**src/rtl/arith_dispatcher_if.sv**
```systemverilog
// arith_dispatcher_if: request/response handshake, shared operand bus and per-unit
// start/working/result lines between the arithmetic dispatcher and its environment.
//   req_*       : operation request (valid/ready), op code and operands
//   op_a/op_b   : operand bus broadcast to all units
//   *_start     : per-unit start (at most one high)
//   *_working   : per-unit busy indication
//   *_result    : per-unit result
//   resp_*      : response (valid/ready), data and error flag
//   busy        : dispatcher not idle
// Modports: slave = dispatcher side, master = environment (requester + units) side.
interface arith_dispatcher_if #(
  parameter int unsigned WIDTH = 64
);
  logic             req_valid;
  logic             req_ready;
  logic [1:0]       req_op;
  logic [WIDTH-1:0] req_a;
  logic [WIDTH-1:0] req_b;
  logic [WIDTH-1:0] op_a;
  logic [WIDTH-1:0] op_b;
  logic             add_start;
  logic             sub_start;
  logic             mul_start;
  logic             div_start;
  logic             add_working;
  logic             sub_working;
  logic             mul_working;
  logic             div_working;
  logic [WIDTH-1:0] add_result;
  logic [WIDTH-1:0] sub_result;
  logic [WIDTH-1:0] mul_result;
  logic [WIDTH-1:0] div_result;
  logic             resp_valid;
  logic             resp_ready;
  logic [WIDTH-1:0] resp_data;
  logic             resp_err;
  logic             busy;

  modport slave (
    input  req_valid, req_op, req_a, req_b,
    input  add_working, sub_working, mul_working, div_working,
    input  add_result, sub_result, mul_result, div_result,
    input  resp_ready,
    output req_ready, op_a, op_b,
    output add_start, sub_start, mul_start, div_start,
    output resp_valid, resp_data, resp_err, busy
  );

  modport master (
    output req_valid, req_op, req_a, req_b,
    output add_working, sub_working, mul_working, div_working,
    output add_result, sub_result, mul_result, div_result,
    output resp_ready,
    input  req_ready, op_a, op_b,
    input  add_start, sub_start, mul_start, div_start,
    input  resp_valid, resp_data, resp_err, busy
  );
endinterface

```
**src/rtl/arith_dispatcher.sv**
```systemverilog
// arith_dispatcher: accepts one arithmetic request at a time, drives the shared operand
// bus, holds the selected unit's start for SETTLE cycles, captures that unit's result and
// returns it as a response. Divide-by-zero and unit conflicts are reported as errors.
// Ports:
//   clk   : clock, rising edge
//   rst_n : synchronous active-low reset
//   bus   : arith_dispatcher_if slave modport (request, operand bus, units, response)
module arith_dispatcher #(
  parameter int unsigned WIDTH  = 64,
  parameter int unsigned SETTLE = 2
) (
  input logic              clk,
  input logic              rst_n,
  arith_dispatcher_if.slave bus
);

  localparam logic [3:0] CntLast = 4'(SETTLE - 1);

  typedef enum logic [1:0] {StIdle, StIssue, StResp} state_e;

  state_e           state_q, state_d;
  logic [1:0]       op_q, op_d;
  logic [WIDTH-1:0] a_q, a_d;
  logic [WIDTH-1:0] b_q, b_d;
  logic [3:0]       cnt_q, cnt_d;
  logic [3:0]       start_q, start_d;
  logic             valid_q, valid_d;
  logic [WIDTH-1:0] data_q, data_d;
  logic             err_q, err_d;

  logic [3:0]       working;
  logic [3:0]       target;
  logic [WIDTH-1:0] result_sel;

  assign working = {bus.div_working, bus.mul_working, bus.sub_working, bus.add_working};
  assign target  = 4'b0001 << op_q;

  always_comb begin
    result_sel = '0;
    unique case (op_q)
      2'd0: result_sel = bus.add_result;
      2'd1: result_sel = bus.sub_result;
      2'd2: result_sel = bus.mul_result;
      2'd3: result_sel = bus.div_result;
    endcase
  end

  always_comb begin
    state_d = state_q;
    op_d    = op_q;
    a_d     = a_q;
    b_d     = b_q;
    cnt_d   = cnt_q;
    start_d = start_q;
    valid_d = valid_q;
    data_d  = data_q;
    err_d   = err_q;
    case (state_q)
      StIdle: begin
        if (bus.req_valid) begin
          op_d  = bus.req_op;
          a_d   = bus.req_a;
          b_d   = bus.req_b;
          cnt_d = '0;
          if (bus.req_op == 2'd3 && bus.req_b == '0) begin
            // Divide-by-zero never reaches the divider.
            state_d = StResp;
            valid_d = 1'b1;
            err_d   = 1'b1;
            data_d  = '0;
          end else begin
            state_d = StIssue;
            start_d = 4'b0001 << bus.req_op;
          end
        end
      end
      StIssue: begin
        cnt_d = cnt_q + 4'd1;
        if (cnt_q == CntLast) begin
          state_d = StResp;
          start_d = '0;
          valid_d = 1'b1;
          // Only the target may be working at capture; anything else is a conflict.
          if (working == target) begin
            data_d = result_sel;
            err_d  = 1'b0;
          end else begin
            data_d = '0;
            err_d  = 1'b1;
          end
        end
      end
      StResp: begin
        if (bus.resp_ready) begin
          state_d = StIdle;
          valid_d = 1'b0;
        end
      end
      default: begin
        state_d = StIdle;
        start_d = '0;
        valid_d = 1'b0;
      end
    endcase
  end

  always_ff @(posedge clk) begin
    if (!rst_n) begin
      state_q <= StIdle;
      op_q    <= '0;
      a_q     <= '0;
      b_q     <= '0;
      cnt_q   <= '0;
      start_q <= '0;
      valid_q <= 1'b0;
      data_q  <= '0;
      err_q   <= 1'b0;
    end else begin
      state_q <= state_d;
      op_q    <= op_d;
      a_q     <= a_d;
      b_q     <= b_d;
      cnt_q   <= cnt_d;
      start_q <= start_d;
      valid_q <= valid_d;
      data_q  <= data_d;
      err_q   <= err_d;
    end
  end

  assign bus.req_ready  = (state_q == StIdle);
  assign bus.busy       = (state_q != StIdle);
  assign bus.op_a       = a_q;
  assign bus.op_b       = b_q;
  assign bus.add_start  = start_q[0];
  assign bus.sub_start  = start_q[1];
  assign bus.mul_start  = start_q[2];
  assign bus.div_start  = start_q[3];
  assign bus.resp_valid = valid_q;
  assign bus.resp_data  = data_q;
  assign bus.resp_err   = err_q;

endmodule

```
**src/flat_wrapper.sv**
```systemverilog
// flat-port wrapper written by rule: the top's interface ports become plain ports
module arith_dispatcher_flat 
#(
  parameter int unsigned WIDTH  = 64,
  parameter int unsigned SETTLE = 2
)
  (clk, rst_n, bus_req_valid, bus_req_op, bus_req_a, bus_req_b, bus_add_working, bus_sub_working, bus_mul_working, bus_div_working, bus_add_result, bus_sub_result, bus_mul_result, bus_div_result, bus_resp_ready, bus_req_ready, bus_op_a, bus_op_b, bus_add_start, bus_sub_start, bus_mul_start, bus_div_start, bus_resp_valid, bus_resp_data, bus_resp_err, bus_busy);
  arith_dispatcher_if #(.WIDTH(WIDTH)) bus_i ();
  input logic clk;
  input logic rst_n;
  input wire logic [$bits(bus_i.req_valid)-1:0] bus_req_valid;
  input wire logic [$bits(bus_i.req_op)-1:0] bus_req_op;
  input wire logic [$bits(bus_i.req_a)-1:0] bus_req_a;
  input wire logic [$bits(bus_i.req_b)-1:0] bus_req_b;
  input wire logic [$bits(bus_i.add_working)-1:0] bus_add_working;
  input wire logic [$bits(bus_i.sub_working)-1:0] bus_sub_working;
  input wire logic [$bits(bus_i.mul_working)-1:0] bus_mul_working;
  input wire logic [$bits(bus_i.div_working)-1:0] bus_div_working;
  input wire logic [$bits(bus_i.add_result)-1:0] bus_add_result;
  input wire logic [$bits(bus_i.sub_result)-1:0] bus_sub_result;
  input wire logic [$bits(bus_i.mul_result)-1:0] bus_mul_result;
  input wire logic [$bits(bus_i.div_result)-1:0] bus_div_result;
  input wire logic [$bits(bus_i.resp_ready)-1:0] bus_resp_ready;
  output wire logic [$bits(bus_i.req_ready)-1:0] bus_req_ready;
  output wire logic [$bits(bus_i.op_a)-1:0] bus_op_a;
  output wire logic [$bits(bus_i.op_b)-1:0] bus_op_b;
  output wire logic [$bits(bus_i.add_start)-1:0] bus_add_start;
  output wire logic [$bits(bus_i.sub_start)-1:0] bus_sub_start;
  output wire logic [$bits(bus_i.mul_start)-1:0] bus_mul_start;
  output wire logic [$bits(bus_i.div_start)-1:0] bus_div_start;
  output wire logic [$bits(bus_i.resp_valid)-1:0] bus_resp_valid;
  output wire logic [$bits(bus_i.resp_data)-1:0] bus_resp_data;
  output wire logic [$bits(bus_i.resp_err)-1:0] bus_resp_err;
  output wire logic [$bits(bus_i.busy)-1:0] bus_busy;
  assign bus_i.req_valid = bus_req_valid;
  assign bus_i.req_op = bus_req_op;
  assign bus_i.req_a = bus_req_a;
  assign bus_i.req_b = bus_req_b;
  assign bus_i.add_working = bus_add_working;
  assign bus_i.sub_working = bus_sub_working;
  assign bus_i.mul_working = bus_mul_working;
  assign bus_i.div_working = bus_div_working;
  assign bus_i.add_result = bus_add_result;
  assign bus_i.sub_result = bus_sub_result;
  assign bus_i.mul_result = bus_mul_result;
  assign bus_i.div_result = bus_div_result;
  assign bus_i.resp_ready = bus_resp_ready;
  assign bus_req_ready = bus_i.req_ready;
  assign bus_op_a = bus_i.op_a;
  assign bus_op_b = bus_i.op_b;
  assign bus_add_start = bus_i.add_start;
  assign bus_sub_start = bus_i.sub_start;
  assign bus_mul_start = bus_i.mul_start;
  assign bus_div_start = bus_i.div_start;
  assign bus_resp_valid = bus_i.resp_valid;
  assign bus_resp_data = bus_i.resp_data;
  assign bus_resp_err = bus_i.resp_err;
  assign bus_busy = bus_i.busy;
  arith_dispatcher #(.WIDTH(WIDTH), .SETTLE(SETTLE)) u_core (.clk(clk), .rst_n(rst_n), .bus(bus_i));
endmodule
```
**config.mk**
```make
export PLATFORM = sky130hd
export DESIGN_NAME = arith_dispatcher_flat
export DESIGN_NICKNAME = d
export VERILOG_FILES = /design/src/rtl/arith_dispatcher_if.sv /design/src/rtl/arith_dispatcher.sv /design/src/flat_wrapper.sv
export SDC_FILE = /design/constraint.sdc
export NUM_CORES = 1
export LEC_CHECK = 0
export CORE_AREA = 5 5 231 233
export CTS_CLUSTER_DIAMETER = 40
export DETAILED_ROUTE_END_ITERATION = 8
export DIE_AREA = 0 0 236 238
export REMOVE_ABC_BUFFERS = 1
export SLEW_MARGIN = 25
export SYNTH_ARGS = -nofsm -noshare
export SYNTH_HDL_FRONTEND = slang
export SYNTH_SLANG_ARGS = --single-unit
```
**constraint.sdc**
```tcl
create_clock -name clk -period 2.2 [get_ports clk]
set_input_delay 0.44 -clock clk [delete_from_list [all_inputs] [get_ports clk]]
set_output_delay 0.44 -clock clk [all_outputs]
set_load 0.02 [all_outputs]
```
* After elaboration in Yosys (flattened, before gate mapping)
Index checks and enable logic that the tools add are counted.
** Storage, ports and cells
- Flip-flop bits (word level) :: 206
- Input port bits :: 394
- Output and inout port bits :: 200
- Word-level logic and storage cells :: 63
** Operators by class
- Add/subtract/negate cells :: 1
- Equal/unequal tests :: 13
- Shift-type cells :: 2
- Multiplexer cells :: 25
- Bitwise operators :: 1
- Reduce and logical (&&, ||, !) cells :: 12
** Operator list (number)
- $mux W64 :: 4
- $pmux W64 S4 :: 1
- $pmux W64 S2 :: 1
- $logic_not A64 Y1 :: 1
- $mux W4 :: 4
- $pmux W4 S3 :: 1
- $reduce_and A4 Y1 :: 3
- $eq A2 B2 Y1 const B :: 4
- $mux W2 :: 4
- $pmux W4 S2 :: 1
- $shl A1 B2 Y4 const A :: 2
- $mux W1 :: 6
- $ne A2 B2 Y1 const B :: 3
- $pmux W2 S3 :: 1
- $add A4 B1 Y4 const B :: 1
- $eq A2 B1 Y1 const B :: 2
- $eq A4 B1 Y1 const B :: 1
- $eq A4 B4 Y1 :: 1
- $logic_not A2 Y1 :: 2
- $ne A2 B1 Y1 const B :: 2
- $reduce_and A2 Y1 :: 2
- $reduce_bool A2 Y1 :: 2
- $pmux W1 S3 :: 1
- $reduce_and A3 Y1 :: 1
- other kinds (3) :: 3

* Logic depth before layout (Yosys ltp)
Gate-level depths: netlist of run 1.
- Depth after elaboration :: 5
- Mapped depth :: 9
- Gate-level depth less buffers :: 7

* Least setup slack after synthesis of run 1
Ideal clock, no wire load.
- Path kind :: input to register
- Start :: input port bus_req_b[57]
- End :: register u_core.data_q[54], in the netlist u_core.bus.resp_data[54]
- Setup time :: 0.072 ns
- Data arrival time :: 1.920 ns
- Data required time :: 2.128 ns
- Slack :: 0.208 ns
- Stages :: 8
- Path buffers :: 2
- Path through :: nor4b_1 -> nand4_1 -> nor3_2 -> nand4_2 -> a21oi_2 -> buf_6 -> buf_8 -> mux2i_1
** Between the ends
- Longest elaborated chain between the ends :: 4
** Ends and longest elaborated chain
- start, declared :: line flat_wrapper.sv:14 : input wire logic [$bits(bus_i.req_b)-1:0] bus_req_b;
- $logic_not A64 Y1 :: line arith_dispatcher.sv:65 : if (bus.req_op == 2'd3 && bus.req_b == '0) begin
- $logic_and A1 B1 Y1 :: line arith_dispatcher.sv:65
- $ne A2 B1 Y1 (no line)
- $reduce_and A4 Y1 (no line)
- end signal, assigned :: line arith_dispatcher.sv:126 : data_q <= data_d;
- end, declared :: line arith_dispatcher.sv:28 : logic [WIDTH-1:0] data_q, data_d;
Every way passes these cells.
A chain may end at the register's enable or synchronous reset.

* Worst setup path after layout of run 1
- Start :: input port bus_req_b[7]
- End :: register u_core.data_q[15], in the netlist u_core.bus.resp_data[15]
The elaborated chain is that of the path after synthesis.

==> results_dict.tcl, run 1 <==
set metrics [dict create \
    start_util 0.192 \
    die_w_um 236 \
    grt_start_max_net_pins 80 \
    grt_antenna_before_repair 19 \
    hold_viol_final 0 \
    crit_path_start_kind "input pin" \
    reg2regPathDepth 10 \
    power_density_mw_per_mm2 724 \
    hold_class "in -> reg" \
    grt_pass1_vias 10900 \
    final_cell_mix "546 x clkdlybuf4s50_1, 331 x nand2_1, 203 x dfxtp_1" \
    drt_iter0_drc 460 \
    root_buffer "clkbuf_16" \
    whs_path_depth 3 \
    violations "negative setup slack" \
    chipHeight_um 238 \
    setup.worst_path.end_class "register" \
    relSlewSlack 0.594 \
    final_design_area_no_fill_sq_mm 0.0186 \
    cts.sinks 206 \
    die_area_sq_mm 0.0562 \
    final_util 0.366 \
    htree_levels 2 \
    synthCells 1039 \
    cp.arrival_ps 2680 \
    grt_first_pass_wirelength_mm 71.0 \
    layout_commonest_cell "clkdlybuf4s50_1" \
    hpwl_mm 40.0 \
    io_pins 594 \
    setup_violations 2 \
    synth.avg_cell_area_sq_um 9.42 \
    r2r_start "u_core.cnt_q[1]" \
    gp_congestion 0.907 \
    core_area_sq_mm 0.0510 \
    track_usage 0.166 \
    ir_worst_vdd_v 0.000399 \
    final.setup.tns_ps -12.1 \
    reg2reg_to "u_core.bus.resp_data[15]" \
    synthDistinctLibCells 43 \
    routed-via-count 10300 \
    clk_pin_slew_ps 50 \
    nFillCells 5120 \
    worstPathRequired_ps 2670 \
    tightest_slew_ps 609 \
    via_per_inst 4.33 \
    syn_area_sq_mm 0.00978 \
    finalWorstSetupSlack_ps -6.04 \
    post_dp_cell_area_sq_mm 0.0169 \
    area_growth_pct 90.5 \
    cts_buffers 41 \
    finalCritPeriodShare 1.00 \
    insertion_delay_ps 550 \
    ys_ff_latch 206 \
    rrSetupSlack_ps 120 \
    min_to "u_core.bus.op_b[6]" \
    ys_warn_count 0 \
    cp_max_fo 8 \
    drv_slew 0 \
    ys_seq_area_frac 0.421 \
    dr.pass1.iters 5 \
    cts_tree "built" \
    layout.nets 2059 \
    fin_skew_ps 11.4 \
    rows 83 \
    postCtsHoldBufs 0 \
    grt_overflow_total 0 \
    drv_cap 0 \
    drive_above_1_share 0.152 \
    hold_start "bus_req_b[6]" \
    clock_path_buffers 3 \
    io_buffers 593 \
    outcome "complete, but fails checks" \
    antenna_left 0 \
    post_drt_wl_per_cell_um 20.7 \
    power_w 0.0135 \
    fmax_mhz 453 \
    fin_crit_ps 2210 \
    p_leak_nw 6.66 \
    drc 0 \
    hold_ws_ps 160 \
    wirelength_mm 49.3 \
    path_class "in -> reg" \
]
-- how the worst max path moves through the flow --
| stage | startpoint | end | slack, ps | cells after the start |
|---|---|---|---|---|
| final | bus_req_b[7] | u_core.bus.resp_data[15] | -6 | 10 |
| after global routing | bus_req_b[19] | u_core.bus.resp_data[49] | -1 | 11 |
| after CTS | bus_req_b[10] | u_core.bus.resp_data[23] | 5 | 11 |
| after detailed placement | bus_req_b[63] | u_core.bus.resp_data[54] | -1150 | 10 |
| after global placement | bus_req_b[63] | u_core.bus.resp_data[52] | -1030 | 10 |
| after floorplan | u_core.op_q[0] | u_core.bus.resp_err | -3090 | 6 |
-- what timing repair did --
item                                   CTS  global route
setup endpoints to repair               74            62
endpoints found under the hold margin    0             0
gates cloned                             3             1
setup buffers                            4             0
pin swaps                               14            17
resized for setup                       89            42
-- cells in the mapped netlist (all sizes together) --
library cell | count | share of area
a21boi | 130 | 0.10
a21o | 1 | 0.00077
a21oi | 3 | 0.0019
a22oi | 2 | 0.0015
and2 | 5 | 0.0032
and3 | 3 | 0.0019
buf | 34 | 0.024
clkbuf | 57 | 0.022
dfxtp | 206 | 0.42
ha | 2 | 0.0026
inv | 5 | 0.0019
maj3 | 1 | 0.0010
mux2 | 1 | 0.0012
mux2i | 69 | 0.071
mux4 | 64 | 0.15
nand2 | 332 | 0.13
nand2b | 4 | 0.0026
nand3 | 68 | 0.035
nand3b | 1 | 0.00077
nand4 | 6 | 0.0045
nor2 | 5 | 0.0019
nor2b | 3 | 0.0019
nor3 | 2 | 0.0015
nor3b | 3 | 0.0023
nor4 | 14 | 0.0090
nor4b | 2 | 0.0018
o21a | 1 | 0.00077
o21ai | 7 | 0.0036
o21bai | 1 | 0.00077
o2bb2ai | 2 | 0.0018
o31a | 1 | 0.00090
or2 | 2 | 0.0013
or3b | 1 | 0.00090
xnor2 | 1 | 0.00090
-- flip-flops by register name, indices dropped and copies added (netlist names) --
name,flops
u_core.cnt_q,4
u_core.bus.resp_data,64
u_core.bus.resp_valid,1
u_core.bus.op_b,64
u_core.bus.op_a,64
u_core.op_q,2
u_core.start_q,4
u_core.bus.resp_err,1
u_core.state_q,2
-- final cells by class --
cell class	instances	area (sq um)	area share
diodes	12	30.0	0.00161
clock inverters	28	357	0.0191
multi-input cells	737	5360	0.288
flip-flops and latches	206	4130	0.222
inverters	5	18.8	0.00101
clock buffers	46	1090	0.0583
repair buffers	672	6810	0.365
well taps	680	851	0.0456
-- per-stage QoR --
stage                     setup slack, ps  cells
after detailed placement            -1150   2293
after CTS                            5.26   2374
final                               -6.04   2386
after floorplan                     -3090    948
after global placement              -1030   2293
after global routing                -1.33   2383
-- logic make-up after synthesis --
| kind of cell | synth area share |
|---|---|
| simple gates | 0.196 |
| flops | 0.421 |
| compound gates | 0.112 |
| mux | 0.219 |
| buf+inv | 0.0476 |
| fa+ha+maj | 0.00358 |
| xor+xnor | 0.000895 |
-- power breakdown --
group	internal (W)	switching [W]	total, W	leakage, nW
combinational	0.00164	0.00131	0.00295	4.27
sequential	0.00395	0.000119	0.00407	1.68
clock	0.00421	0.00227	0.00649	0.699
total	0.00980	0.00370	0.0135	6.66
-- worst max-delay path, cell delays in order --
cell	delay (ps)
dlygate4sd2_1	270
nor4_4	330
nand4_1	310
nor3_2	240
nand4_2	200
a21oi_4	240
buf_6	130
buf_12	160
clkbuf_16	170
mux2i_1	180
-- per-layer routing --
| layer | up-vias | track usage | part of all wire |
|---|---|---|---|
| met5 | - | 0 | 0.00075 |
| met3 | 87 | 0.0613 | 0.085 |
| met2 | 505 | 0.297 | 0.51 |
| met1 | 4840 | 0.177 | 0.37 |
| li1 | 4888 | - | - |
| met4 | 6 | 0.0700 | 0.035 |
No activity file was read; power rests on OpenSTA's default activity.
==> run 2, diff against run 1 <==
--- a/config.mk
+++ b/config.mk
@@ -5,10 +5,10 @@
 export SDC_FILE = /design/constraint.sdc
 export NUM_CORES = 1
 export LEC_CHECK = 0
-export CORE_AREA = 5 5 231 233
+export CORE_AREA = 5 5 230 232
 export CTS_CLUSTER_DIAMETER = 40
 export DETAILED_ROUTE_END_ITERATION = 8
-export DIE_AREA = 0 0 236 238
+export DIE_AREA = 0 0 235 237
 export REMOVE_ABC_BUFFERS = 1
 export SLEW_MARGIN = 25
 export SYNTH_ARGS = -nofsm -noshare
==> constraint.sdc (replaced) <==
create_clock -name clk -period 2.2 [get_ports clk]
set_input_delay 0.22 -clock clk [delete_from_list [all_inputs] [get_ports clk]]
set_output_delay 0.22 -clock clk [all_outputs]
set_load 0.02 [all_outputs]
==> results_dict.tcl, run 2 (synthesized netlist as in run 1, its figures left out) <==
set metrics [dict create \
    setup_violations 0 \
    cp.arrival_ps 2540 \
    clock_path_buffers 3 \
    wirelength_mm 47.3 \
    setup.worst_path.end_class "register" \
    cts_buffers 37 \
    post_drt_wl_per_cell_um 19.9 \
    cp_top_family "buffers and inverters" \
    outcome "finished, final reports clean" \
    grt_antenna_before_repair 15 \
    whs_path_depth 3 \
    die_w_um 235 \
    clk_pin_slew_ps 50 \
    drt_iter0_drc 389 \
    finalWorstSetupSlack_ps 119 \
    root_buffer "clkbuf_16" \
    dr.pass1.iters 5 \
    relSlewSlack 0.576 \
    place_ws_ps -916 \
    grt_pass1_vias 10900 \
    io_buffers 593 \
    hold_ws_ps 61.0 \
    routed-via-count 10200 \
    cts_tree "built" \
    final_cell_mix "577 x clkdlybuf4s50_1, 331 x nand2_1, 204 x dfxtp_1" \
    htree_levels 2 \
    wl_met2_mm 23.7 \
    final.setup.tns_ps 0 \
    die_area_sq_mm 0.0557 \
    track_usage 0.162 \
    drive_above_1_share 0.136 \
    antenna_left 0 \
    core_area_sq_mm 0.0508 \
    chipHeight_um 237 \
    cts.sinks 206 \
    finalCritPeriodShare 0.946 \
    layout.nets 2055 \
    final_design_area_no_fill_sq_mm 0.0184 \
    grt_overflow_total 0 \
    met1_length_mm 17.1 \
    path_cells "clkdlybuf4s50_1, nor4_2, buf_4, nand4_1, nor3_2, nand4_2, a21oi_4, buf_12, buf_4, buf_16, mux2i_1" \
    power_density_mw_per_mm2 702 \
    gp_congestion 0.893 \
    routed.top_layer "met5" \
    drv_cap 0 \
    hpwl_mm 38.3 \
    cp_max_fo 9 \
    hold_class "in -> reg" \
    drc 0 \
    via_per_inst 4.29 \
    fmax_mhz 481 \
    insertion_delay_ps 540 \
    hold_viol_final 0 \
    worstPathRequired_ps 2660 \
    area_growth_pct 88.5 \
    fin_crit_ps 2080 \
    reg2regPathDepth 9 \
    cp_num_buf_inv 5 \
    io_pins 594 \
    grt_start_max_net_pins 79 \
    crit_top_cell "buf_4" \
    fin_skew_ps 19.8 \
    drv_slew 0 \
    rows 83 \
    layout_commonest_cell "clkdlybuf4s50_1" \
    worst-path-stages 11 \
    path_class "in -> reg" \
    post_dp_cell_area_sq_mm 0.0168 \
    crit_path_top_delay_cell "clkdlybuf4s50_1" \
    start_util 0.193 \
    slowest_delay_ps 430 \
    p_leak_nw 6.51 \
    ir_worst_vdd_v 0.000399 \
    tightest_slew_ps 636 \
    grt_first_pass_wirelength_mm 69.0 \
    crit_path_start_kind "input pin" \
    rrSetupSlack_ps 180 \
    wl_met3_mm 4.29 \
]
-- run 2: cell count changes in the layout (fill, tap and decap cells not counted), sizes merged, moves of 5 or more --
cell           change
clkdlybuf4s50     +31
clkdlybuf4s15      -6
dlygate4sd2        -7
buf               -10
dlymetal6s2s       -5
clkbuf             -5
-- run 2: final cells by class --
class / count / area [sq um]
inverters: 5 / 18.8
flip-flops and latches: 206 / 4130
clock inverters: 23 / 300
multi-input cells: 737 / 5330
clock buffers: 45 / 996
diodes: 13 / 32.5
fillers: 5087 / 32300
well taps: 680 / 851
repair buffers: 672 / 6790
-- run 2: repair_timing --
action,CTS,global route
endpoints found under the hold margin,0,1
setup buffers,2,4
gates cloned,2,0
pin swaps,8,8
resized for setup,22,16
setup endpoints to repair,73,47
hold buffers,0,1
-- run 2: per-layer routing --
| metal | up-vias | track usage |
|---|---|---|
| met1 | 4762 | 0.169 |
| met2 | 476 | 0.280 |
| li1 | 4879 | - |
| met4 | 2 | 0.0901 |
| met5 | - | 0 |
| met3 | 96 | 0.0617 |
-- run 2: metrics by stage --
stage / power [W] / std cells / util
final: 0.0130 / 2381 / 0.363
after global routing: 0.0135 / 2381 / 0.363
after CTS: 0.0132 / 2363 / 0.360
after detailed placement: 0.00702 / 2292 / 0.332
after global placement: 0.00699 / 2292 / 0.332
after floorplan: 0.00534 / 948 / -
-- run 2: path summary, 6_finish.rpt --
| kind | start | to |
|---|---|---|
| hold reg to reg | u_core.bus.resp_data[32] | u_core.bus.resp_data[32] |
| setup / recovery | bus_req_b[36] | u_core.bus.resp_data[55] |
| hold / removal | bus_req_b[6] | u_core.bus.op_b[6] |
| setup reg to reg | u_core.cnt_q[0] | u_core.bus.resp_data[55] |
-- run 2: tightest hold or removal path: cells and delay by family --
kind | cells | cell delay [ps]
AO/OA/AOI/OAI | 1 | 70
AND/OR/NAND/NOR | 1 | 90
buffers and inverters | 1 | 150
-- run 2: where the power goes --
| part | leakage (nW) | total (W) | switching (W) | internal, W |
|---|---|---|---|---|
| Clock | 0.635 | 0.00595 | 0.00209 | 0.00387 |
| Combinational | 4.19 | 0.00293 | 0.00129 | 0.00164 |
| Sequential | 1.68 | 0.00407 | 0.000123 | 0.00395 |
| Total | 6.51 | 0.0130 | 0.00350 | 0.00946 |
